[src/rtl/uart_param_parity.sv]
// rtl/uart_param_parity.sv - full-duplex UART with runtime parity select and error-flagged RX FIFO (option: UART_LOOPBACK_EN)

// Synchronous-write FIFO. Full and empty come from registered flags updated alongside the pointers.
module uart_pp_fifo #(
  parameter int W  = 10,
  parameter int AW = 2
) (
  input  logic         clk,
  input  logic         rst_n,
  input  logic         wr_i,
  input  logic         rd_i,
  input  logic [W-1:0] wdata_i,
  output logic [W-1:0] rdata_o,
  output logic         full_o,
  output logic         empty_o
);
  localparam int N = 1 << AW;

  logic [W-1:0]  mem_q [N];
  logic [AW-1:0] w_ptr_q, r_ptr_q;
  logic          full_q, empty_q;
  logic          wr_en, rd_en;

  // A write into a full FIFO is only accepted when a read frees the head slot in the same cycle
  assign wr_en   = wr_i & (~full_q | rd_i);
  assign rd_en   = rd_i & ~empty_q;
  assign rdata_o = mem_q[r_ptr_q];
  assign full_o  = full_q;
  assign empty_o = empty_q;

  // Storage array, cleared on reset so the head reads as zero while empty
  always_ff @(posedge clk or negedge rst_n) begin
    if (!rst_n) begin
      for (int i = 0; i < N; i++) mem_q[i] <= '0;
    end else if (wr_en) begin
      mem_q[w_ptr_q] <= wdata_i;
    end
  end

  // Pointer and flag update
  always_ff @(posedge clk or negedge rst_n) begin
    if (!rst_n) begin
      w_ptr_q <= '0;
      r_ptr_q <= '0;
      full_q  <= 1'b0;
      empty_q <= 1'b1;
    end else begin
      case ({wr_en, rd_en})
        2'b10: begin
          w_ptr_q <= w_ptr_q + AW'(1);
          empty_q <= 1'b0;
          full_q  <= ((w_ptr_q + AW'(1)) == r_ptr_q);
        end
        2'b01: begin
          r_ptr_q <= r_ptr_q + AW'(1);
          full_q  <= 1'b0;
          empty_q <= ((r_ptr_q + AW'(1)) == w_ptr_q);
        end
        2'b11: begin
          w_ptr_q <= w_ptr_q + AW'(1);
          r_ptr_q <= r_ptr_q + AW'(1);
        end
        default: ;
      endcase
    end
  end
endmodule

module uart_param_parity #(
  parameter int DBIT    = 8,
  parameter int SB_TICK = 16,
  parameter int DVSR    = 163,
  parameter int ADDR_W  = 2
) (
  input  logic            clk,
  input  logic            reset,
  input  logic [1:0]      par_mode,
  input  logic            rd_uart,
  input  logic            wr_uart,
  input  logic [DBIT-1:0] w_data,
  input  logic            rx,
`ifdef UART_LOOPBACK_EN
  input  logic            loopback,
`endif
  output logic            tx,
  output logic            tx_full,
  output logic            rx_empty,
  output logic [DBIT-1:0] r_data,
  output logic            par_err,
  output logic            frm_err,
  output logic            overrun
);
  localparam int CW = (DVSR > 1) ? $clog2(DVSR) : 1;

  typedef enum logic [2:0] {S_IDLE, S_START, S_DATA, S_PAR, S_STOP} state_t;

  logic [CW-1:0] tick_cnt_q;
  logic          tick;
  logic          rx_meta_q, rx_sync_q, rx_in;
  logic          tx_bit_q, tx_bit_d;

  // Free-running oversample tick generator
  assign tick = (tick_cnt_q == CW'(DVSR - 1));
  always_ff @(posedge clk or negedge reset) begin
    if (!reset)    tick_cnt_q <= '0;
    else if (tick) tick_cnt_q <= '0;
    else           tick_cnt_q <= tick_cnt_q + CW'(1);
  end

  // Two-flop synchroniser on the serial input; idles high so reset looks like line idle
  always_ff @(posedge clk or negedge reset) begin
    if (!reset) begin
      rx_meta_q <= 1'b1;
      rx_sync_q <= 1'b1;
    end else begin
      rx_meta_q <= rx;
      rx_sync_q <= rx_meta_q;
    end
  end

`ifdef UART_LOOPBACK_EN
  assign rx_in = loopback ? tx_bit_q : rx_sync_q;
  assign tx    = loopback ? 1'b1 : tx_bit_q;
`else
  assign rx_in = rx_sync_q;
  assign tx    = tx_bit_q;
`endif

  // ---------------- receiver ----------------
  state_t          rx_state_q, rx_state_d;
  logic [5:0]      rx_s_q, rx_s_d;
  logic [3:0]      rx_n_q, rx_n_d;
  logic [DBIT-1:0] rx_b_q, rx_b_d;
  logic [1:0]      rx_mode_q, rx_mode_d;
  logic            rx_perr_q, rx_perr_d;
  logic            rx_push, rx_fifo_full;
  logic [DBIT+1:0] rx_word, rx_head;

  // Receiver state register
  always_ff @(posedge clk or negedge reset) begin
    if (!reset) begin
      rx_state_q <= S_IDLE;
      rx_s_q     <= '0;
      rx_n_q     <= '0;
      rx_b_q     <= '0;
      rx_mode_q  <= '0;
      rx_perr_q  <= 1'b0;
    end else begin
      rx_state_q <= rx_state_d;
      rx_s_q     <= rx_s_d;
      rx_n_q     <= rx_n_d;
      rx_b_q     <= rx_b_d;
      rx_mode_q  <= rx_mode_d;
      rx_perr_q  <= rx_perr_d;
    end
  end

  // Receiver next state: mid-bit sampling, parity mode frozen at start detect
  always_comb begin
    rx_state_d = rx_state_q;
    rx_s_d     = rx_s_q;
    rx_n_d     = rx_n_q;
    rx_b_d     = rx_b_q;
    rx_mode_d  = rx_mode_q;
    rx_perr_d  = rx_perr_q;
    case (rx_state_q)
      S_IDLE:
        if (!rx_in) begin
          rx_state_d = S_START;
          rx_s_d     = '0;
          rx_mode_d  = par_mode;
          rx_perr_d  = 1'b0;
        end
      S_START:
        if (tick) begin
          if (rx_s_q == 6'd7) begin
            rx_s_d     = '0;
            rx_n_d     = '0;
            rx_state_d = rx_in ? S_IDLE : S_DATA;
          end else rx_s_d = rx_s_q + 6'd1;
        end
      S_DATA:
        if (tick) begin
          if (rx_s_q == 6'd15) begin
            rx_s_d = '0;
            rx_b_d = {rx_in, rx_b_q[DBIT-1:1]};
            if (rx_n_q == 4'(DBIT - 1)) rx_state_d = (^rx_mode_q) ? S_PAR : S_STOP;
            else                        rx_n_d     = rx_n_q + 4'd1;
          end else rx_s_d = rx_s_q + 6'd1;
        end
      S_PAR:
        if (tick) begin
          if (rx_s_q == 6'd15) begin
            rx_s_d     = '0;
            // mode 10 (odd) expects an odd total, so flip the even-parity result
            rx_perr_d  = (^rx_b_q) ^ rx_in ^ rx_mode_q[1];
            rx_state_d = S_STOP;
          end else rx_s_d = rx_s_q + 6'd1;
        end
      S_STOP:
        if (tick) begin
          if (rx_s_q == 6'(SB_TICK - 1)) rx_state_d = S_IDLE;
          else                           rx_s_d     = rx_s_q + 6'd1;
        end
      default: rx_state_d = S_IDLE;
    endcase
  end

  // Receiver outputs: push the finished word with its error flags on the last stop tick
  always_comb begin
    rx_push = (rx_state_q == S_STOP) && tick && (rx_s_q == 6'(SB_TICK - 1));
    rx_word = {~rx_in, rx_perr_q, rx_b_q};
  end

  uart_pp_fifo #(.W(DBIT + 2), .AW(ADDR_W)) u_rx_fifo (
    .clk(clk), .rst_n(reset), .wr_i(rx_push), .rd_i(rd_uart), .wdata_i(rx_word),
    .rdata_o(rx_head), .full_o(rx_fifo_full), .empty_o(rx_empty)
  );
  assign {frm_err, par_err, r_data} = rx_head;

  logic overrun_q;
  // Sticky overrun: set on a dropped word, cleared by any read of a non-empty FIFO
  always_ff @(posedge clk or negedge reset) begin
    if (!reset)                                  overrun_q <= 1'b0;
    else if (rd_uart && !rx_empty)               overrun_q <= 1'b0;
    else if (rx_push && rx_fifo_full && !rd_uart) overrun_q <= 1'b1;
  end
  assign overrun = overrun_q;

  // ---------------- transmitter ----------------
  state_t          tx_state_q, tx_state_d;
  logic [5:0]      tx_s_q, tx_s_d;
  logic [3:0]      tx_n_q, tx_n_d;
  logic [DBIT-1:0] tx_b_q, tx_b_d;
  logic            tx_pon_q, tx_pon_d, tx_pbit_q, tx_pbit_d;
  logic            tx_pop, tx_fifo_empty;
  logic [DBIT-1:0] tx_head;

  uart_pp_fifo #(.W(DBIT), .AW(ADDR_W)) u_tx_fifo (
    .clk(clk), .rst_n(reset), .wr_i(wr_uart), .rd_i(tx_pop), .wdata_i(w_data),
    .rdata_o(tx_head), .full_o(tx_full), .empty_o(tx_fifo_empty)
  );

  // Transmitter state register; the pin bit is registered so it never glitches
  always_ff @(posedge clk or negedge reset) begin
    if (!reset) begin
      tx_state_q <= S_IDLE;
      tx_s_q     <= '0;
      tx_n_q     <= '0;
      tx_b_q     <= '0;
      tx_pon_q   <= 1'b0;
      tx_pbit_q  <= 1'b0;
      tx_bit_q   <= 1'b1;
    end else begin
      tx_state_q <= tx_state_d;
      tx_s_q     <= tx_s_d;
      tx_n_q     <= tx_n_d;
      tx_b_q     <= tx_b_d;
      tx_pon_q   <= tx_pon_d;
      tx_pbit_q  <= tx_pbit_d;
      tx_bit_q   <= tx_bit_d;
    end
  end

  // Transmitter next state: parity bit is precomputed when the word is popped
  always_comb begin
    tx_state_d = tx_state_q;
    tx_s_d     = tx_s_q;
    tx_n_d     = tx_n_q;
    tx_b_d     = tx_b_q;
    tx_pon_d   = tx_pon_q;
    tx_pbit_d  = tx_pbit_q;
    case (tx_state_q)
      S_IDLE:
        if (!tx_fifo_empty) begin
          tx_state_d = S_START;
          tx_s_d     = '0;
          tx_b_d     = tx_head;
          tx_pon_d   = ^par_mode;
          tx_pbit_d  = (^tx_head) ^ par_mode[1];
        end
      S_START:
        if (tick) begin
          if (tx_s_q == 6'd15) begin
            tx_s_d     = '0;
            tx_n_d     = '0;
            tx_state_d = S_DATA;
          end else tx_s_d = tx_s_q + 6'd1;
        end
      S_DATA:
        if (tick) begin
          if (tx_s_q == 6'd15) begin
            tx_s_d = '0;
            tx_b_d = tx_b_q >> 1;
            if (tx_n_q == 4'(DBIT - 1)) tx_state_d = tx_pon_q ? S_PAR : S_STOP;
            else                        tx_n_d     = tx_n_q + 4'd1;
          end else tx_s_d = tx_s_q + 6'd1;
        end
      S_PAR:
        if (tick) begin
          if (tx_s_q == 6'd15) begin
            tx_s_d     = '0;
            tx_state_d = S_STOP;
          end else tx_s_d = tx_s_q + 6'd1;
        end
      S_STOP:
        if (tick) begin
          if (tx_s_q == 6'(SB_TICK - 1)) tx_state_d = S_IDLE;
          else                           tx_s_d     = tx_s_q + 6'd1;
        end
      default: tx_state_d = S_IDLE;
    endcase
  end

  // Transmitter outputs: FIFO pop in IDLE and the line level for the upcoming state
  always_comb begin
    tx_pop = (tx_state_q == S_IDLE) && !tx_fifo_empty;
    case (tx_state_d)
      S_START: tx_bit_d = 1'b0;
      S_DATA:  tx_bit_d = tx_b_d[0];
      S_PAR:   tx_bit_d = tx_pbit_d;
      default: tx_bit_d = 1'b1;
    endcase
  end
endmodule

[config.mk]
export PLATFORM = sky130hd
export DESIGN_NAME = uart_param_parity
export DESIGN_NICKNAME = d
export VERILOG_FILES = /design/src/rtl/uart_param_parity.sv
export SDC_FILE = /design/constraint.sdc
export NUM_CORES = 1
export LEC_CHECK = 0
export CAP_MARGIN = 15
export CORE_MARGIN = 2
export CORE_UTILIZATION = 32
export CTS_CLUSTER_DIAMETER = 40
export CTS_CLUSTER_SIZE = 20
export DETAILED_ROUTE_END_ITERATION = 8
export SYNTH_ARGS = -nofsm -noshare
export SYNTH_HDL_FRONTEND = slang
export SYNTH_SLANG_ARGS = --single-unit
[constraint.sdc]
create_clock -name clk -period 3.5 [get_ports clk]
set_clock_uncertainty 0.1 [all_clocks]
set_input_delay 0.525 -clock clk [delete_from_list [all_inputs] [get_ports clk]]
set_output_delay 0.525 -clock clk [all_outputs]
set_load 0.01 [all_outputs]
==> results of run 1 <==
routing by layer:
| layer | GRT usage | up-vias | wire (um) |
|---|---|---|---|
| li1 | - | 2099 | - |
| met5 | 0 | - | 0 |
| met2 | 0.208 | 73 | 6760 |
| met3 | 0.0336 | 19 | 434 |
| met4 | 0.0423 | 0 | 203 |
| met1 | 0.160 | 2230 | 6480 |
final timing paths:
kind	startpoint	end	slack, ns	cells past startpoint
max	rx_s_q[0]	u_rx_fifo.mem_q[22]	0.73	6
min	rx_meta_q	rx_in	0.26	0
max reg2reg	rx_s_q[0]	u_rx_fifo.mem_q[22]	0.73	6
min reg2reg	rx_meta_q	rx_in	0.26	0
max in group asynchronous	reset	u_rx_fifo.mem_q[20]	1.95	4
min in group asynchronous	reset	u_tx_fifo.w_ptr_q[0]	0.50	2
flip-flops by register name (all words and copies together), names as in the netlist, 2 cells and up:
name / cells
tx_state_q: 3
rx_mode_q: 2
tx_s_q: 6
rx_n_q: 4
tx_n_q: 4
rx_s_q: 6
rx_b_q: 8
tick_cnt_q: 8
u_tx_fifo.w_ptr_q: 2
u_tx_fifo.r_ptr_q: 2
u_rx_fifo.r_ptr_q: 2
rx_state_q: 3
tx_b_q: 8
u_rx_fifo.w_ptr_q: 2
u_tx_fifo.mem_q: 32
u_rx_fifo.mem_q: 40
logic make-up (layout without fill, tap and decap cells):
family	after synthesis	in the layout	synth area share
xor gates and xnor gates	41	41	0.0509
buffers and inverters	38	86	0.0246
DFF	143	143	0.508
adders and majority gates	16	16	0.0284
and+or+nand+nor	135	135	0.0973
AOI/OAI and AO/OA	85	85	0.0819
muxes	103	103	0.209
power breakdown:
group | leakage [nW] | internal [mW] | total (mW) | switching [mW]
sequential | 1.86 | 1.89 | 2.06 | 0.167
combinational | 1.54 | 0.509 | 0.891 | 0.382
clock | 0.273 | 1.03 | 1.77 | 0.741
total | 3.68 | 3.42 | 4.71 | 1.29
placed cells by master (no fill, tap or decap), types with 6 or more instances in the layout:
cell type / n
nand2_1: 56
a21oi_1: 12
inv_1: 19
xnor2_1: 28
mux4_2: 18
mux2_2: 49
clkbuf_16: 17
nor3_1: 6
ha_1: 16
a222oi_1: 6
nand3_1: 10
nor2_1: 21
dfrtp_1: 138
or3_1: 6
o21ai_0: 33
mux2_4: 32
xor2_1: 13
clkdlybuf4s50_1: 27
worst max-delay path, cell delays in order, from the launching register on:
cell and delay [ns]:
dfrtp_1 0.41, ha_1 0.25, nand3_2 0.12, or3_4 0.38
a2111oi_4 0.61, nand2_2 0.38, mux2_4 0.39
layout make-up:
| type | count | area [um^2] |
|---|---|---|
| fillers | 2047 | 13500 |
| flip-flops and latches | 143 | 3580 |
| inverters | 19 | 71.3 |
| repair buffers | 35 | 357 |
| well taps | 280 | 350 |
| multi-input cells | 380 | 3300 |
| clock inverters | 13 | 126 |
| clock buffers | 19 | 453 |
per-stage QoR:
step                instances  setup WS [ns]  utilization  hold WS, ns  instance area (um^2)
floorplan                 561           1.12            -        0.129                  7060
global placement          855          0.776        0.351        0.246                  7630
detailed placement        855          0.740        0.351        0.247                  7630
CTS                       887          0.716        0.377        0.221                  8210
global route              889          0.534        0.379        0.264                  8240
finish                    889          0.726        0.379        0.256                  8240
==> flow_summary.yaml, run 1 <==
die:
  pin_count: 29
  die_area_um2: 23300
  initial_utilization: 0.325
  rows: 54
  die_w_um: 153
  core_area_um2: 21800
  die_h_um: 153
final_layout:
  n_antenna_cell: 0
  drive_gt1_frac: 0.266
  areaGrowthSynthToFinish_pct: 16.8
  layout.nets: 627
yosys:
  postSynthAreaPerCell_um2: 12.6
  yosysTopAreaCellShare: 0.489
  post-synth-top-count-cell: "dfrtp_1"
  ys_ff_latch: 143
  yosys-top-cells-area: "dfrtp_1 (49%), mux2_2 (7.8%), mux2_4 (6.8%), mux4_2 (5.7%), xnor2_1 (3.5%)"
  yosysUniqueCellTypes: 60
  seq_area_frac_synth: 0.508
  syn_area_um2: 7060
  synth_top_cell_by_area: "dfrtp_1"
  yosysWarnings: 0
  synth_common_cells: "dfrtp_1 (138), nand2_1 (56), mux2_2 (49), o21ai_0 (33), mux2_4 (32)"
  synthCells: 561
  ys.flop_type: "dfrtp_1"
  synth_nets: 592
  postSynth.asyncResetShare: 1.00
  synth_enable_flop_cells: 0
timing:
  fmax_ghz: 0.360
  timing.final.crit_period_ns: 2.77
  slew_violations: 0
  tightest_slew_ns: 0.719
  fin_crit_sh: 0.793
  finalSetupViolCount: 0
  rsz0062_at_grt: "no"
  relSlewSlack: 0.521
  hold_violations: 0
  finalSetupTns_ns: 0
clock_tree:
  htreeDepth: 4
  clk_latency_ns: 0.42
  cts_buffer_depth: 2
  holdBufCountCts: 0
  post_cts_resized: 0
  clk_pin_slew_ns: 0.06
  clock-root-buffer: "clkbuf_16"
  cts_buffers: 17
  clock_sinks: 143
  tritoncts: "yes"
  post_cts_buffers: 0
global_routing:
  grt_pass1_vias: 4737
  overflow: 0
  grt_max_degree: 117
  grt_pass1_wl_um: 23700
  antenna_found_initial: 0
  grtUsageTotal: 0.126
detailed_routing:
  via_per_inst: 4.97
  drc: 0
  drt_iter0_drc: 251
  postRouteAntennaNets: 0
  vias: 4421
  wl_um: 13900
  first_pass_iters: 4
  routedWlPerCell_um: 15.6
run:
  drv_cap: 0
run_status:
  outcome: "finished clean"
setup_path:
  worstPathArrival_ns: 2.97
  crit_fanout: 11
  required_ns: 3.70
  crit_type: "reg -> reg"
  worstSetupStartpointType: "flop"
  cp-end-kind: "flop"
placed_design:
  io_buffer_count: 28
  dp.final_hpwl_um: 9600
  gp_congestion: 0.773
worst_hold_path:
  hp-class: "reg -> reg"
power:
  max-vdd-ir-drop_v: 0.000269
  power.total_mw: 4.71
  p_leak_nw: 3.68
  p_per_area_nw_per_um2: 572
(Power assumes the default switching activity.)
==> run 2: changes to the inputs <==
==> constraint.sdc (replaced) <==
create_clock -name clk -period 2.9 [get_ports clk]
set_clock_uncertainty 0.1 [all_clocks]
set_input_delay 0.435 -clock clk [delete_from_list [all_inputs] [get_ports clk]]
set_output_delay 0.435 -clock clk [all_outputs]
set_load 0.01 [all_outputs]
==> flow_summary.yaml, run 2 (synthesis gave the netlist of run 1 again) <==
placed_design:
  placed_cell_area_um2: 7700
  pre_cts_ws_ns: 0.328
  io_buffer_count: 28
  dp.final_hpwl_um: 9720
  gp_congestion: 0.813
  dp.cells: 861
timing:
  finalSetupViolCount: 0
  timing.final.crit_period_ns: 2.64
  fmax_ghz: 0.378
  rsz0062_at_grt: "no"
  final_critical_path_setup_slack_ns: 0.258
  tightest_slew_ns: 0.650
  fin_crit_sh: 0.911
  hold_ws_ns: 0.259
  hold_violations: 0
  relSlewSlack: 0.567
  finalSetupTns_ns: 0
  slew_violations: 0
worst_hold_path:
  hp-class: "reg -> reg"
setup_path:
  worstSetupStartpointType: "flop"
  critPathSlowestCell: "dfrtp_1"
  crit_chain: "mux4_2 > clkdlybuf4s50_1"
  worstPathArrival_ns: 2.11
  cp-end-kind: "output pin"
  critPathTopFamily: "flip-flops"
  crit_fanout: 13
  crit_type: "reg -> out"
  required_ns: 2.37
  cpPeakStageDelay_ns: 0.76
  path_buf_inv: 1
clock_tree:
  clock-root-buffer: "clkbuf_16"
  htreeDepth: 4
  clock_sinks: 143
  post_cts_buffers: 0
  tritoncts: "yes"
  post_cts_resized: 0
  clk_latency_ns: 0.42
  cts_buffers: 17
  cts_buffer_depth: 2
  clk_pin_slew_ns: 0.06
power:
  p_int_mw: 4.35
  max-vdd-ir-drop_v: 0.000362
  power.share.clock: 0.398
  power.total_mw: 5.92
  sequentialPowerShare: 0.422
  p_per_area_nw_per_um2: 710
  switchingPower_mw: 1.57
  combinationalPowerShare: 0.179
  p_leak_nw: 3.73
  netSwitchingFraction: 0.266
final_layout:
  final_common_cell: "dfrtp_1"
  largest_reg_flops: 40
  final_util: 0.383
  n_antenna_cell: 0
  drive_gt1_frac: 0.271
  top_register: "u_rx_fifo.mem_q"
  layoutNonFillerInstCount: 893
  final_area_um2: 8340
  reg.largest.list: "u_rx_fifo.mem_q x40, u_tx_fifo.mem_q x32"
  areaGrowthSynthToFinish_pct: 18.1
  final_cell_mix: "dfrtp_1 (138), nand2_1 (56), mux2_2 (49)"
  layout.nets: 632
detailed_routing:
  first_pass_iters: 5
  drc: 0
  via_per_inst: 4.96
  vias: 4432
  routedWlPerCell_um: 15.7
  postRouteAntennaNets: 0
  drt_iter0_drc: 193
  wl_um: 14000
die:
  rows: 54
  die_w_um: 153
  initial_utilization: 0.325
  pin_count: 29
  die_h_um: 153
  core_area_um2: 21800
  die_area_um2: 23300
run_status:
  outcome: "finished clean"
run:
  drv_cap: 0
global_routing:
  grt_max_degree: 56
  overflow: 0
  grtUsageTotal: 0.126
  grt_pass1_vias: 4659
  grt_pass1_wl_um: 24000
  antenna_found_initial: 0
-- run 2: repair_timing --
item	CTS	global route
endpoints found under the hold margin	45	0
endpoints found under the setup margin	0	0
hold buffers	1	0
-- run 2: metal layers --
layer,part of all wire,global-route usage,wire (um),vias to the layer above
met2,0.48,0.202,6720,57
li1,-,-,-,2102
met4,0.0065,0.0287,91,0
met5,0,0,0,-
met1,0.48,0.172,6770,2264
met3,0.031,0.0356,440,9
-- run 2: area by class of cell --
class / instances / area (um^2)
Clock buffer: 17 / 425
Multi-Input combinational cell: 380 / 3300
Fill cell: 2048 / 13400
Timing Repair Buffer: 40 / 399
Clock inverter: 14 / 206
Tap cell: 280 / 350
Sequential cell: 143 / 3580
Inverter: 19 / 71.3
-- run 2: path summary, 6_finish.rpt --
path	cells past startpoint	slack (ns)	to	start
hold reg to reg	0	0.26	rx_in	rx_meta_q
min in group asynchronous	2	0.42	u_rx_fifo.mem_q[22]	reset
setup / recovery	2	0.26	r_data[0]	u_rx_fifo.r_ptr_q[1]
max in group asynchronous	3	1.57	u_tx_fifo.empty_o	reset
setup reg to reg	7	0.33	u_rx_fifo.mem_q[31]	rx_s_q[0]
hold / removal	0	0.26	rx_in	rx_meta_q
-- run 2: power by group through the flow --
stage | Sequential [mW] | Clock (mW) | Combinational (mW)
after floorplan | 2.43 | 0 | 0.860
after global placement | 2.52 | 0 | 1.05
after detailed placement | 2.54 | 0 | 1.07
after CTS | 2.50 | 2.40 | 1.08
after global routing | 2.54 | 2.50 | 1.18
final | 2.50 | 2.36 | 1.06
-- run 2: worst reg2reg max path: stages, from the launching register on --
cell,delay (ns)
dfrtp_1,0.40
ha_1,0.25
nand3_2,0.12
or3_4,0.38
a2111oi_4,0.33
buf_4,0.22
nand2_2,0.26
mux2_4,0.39
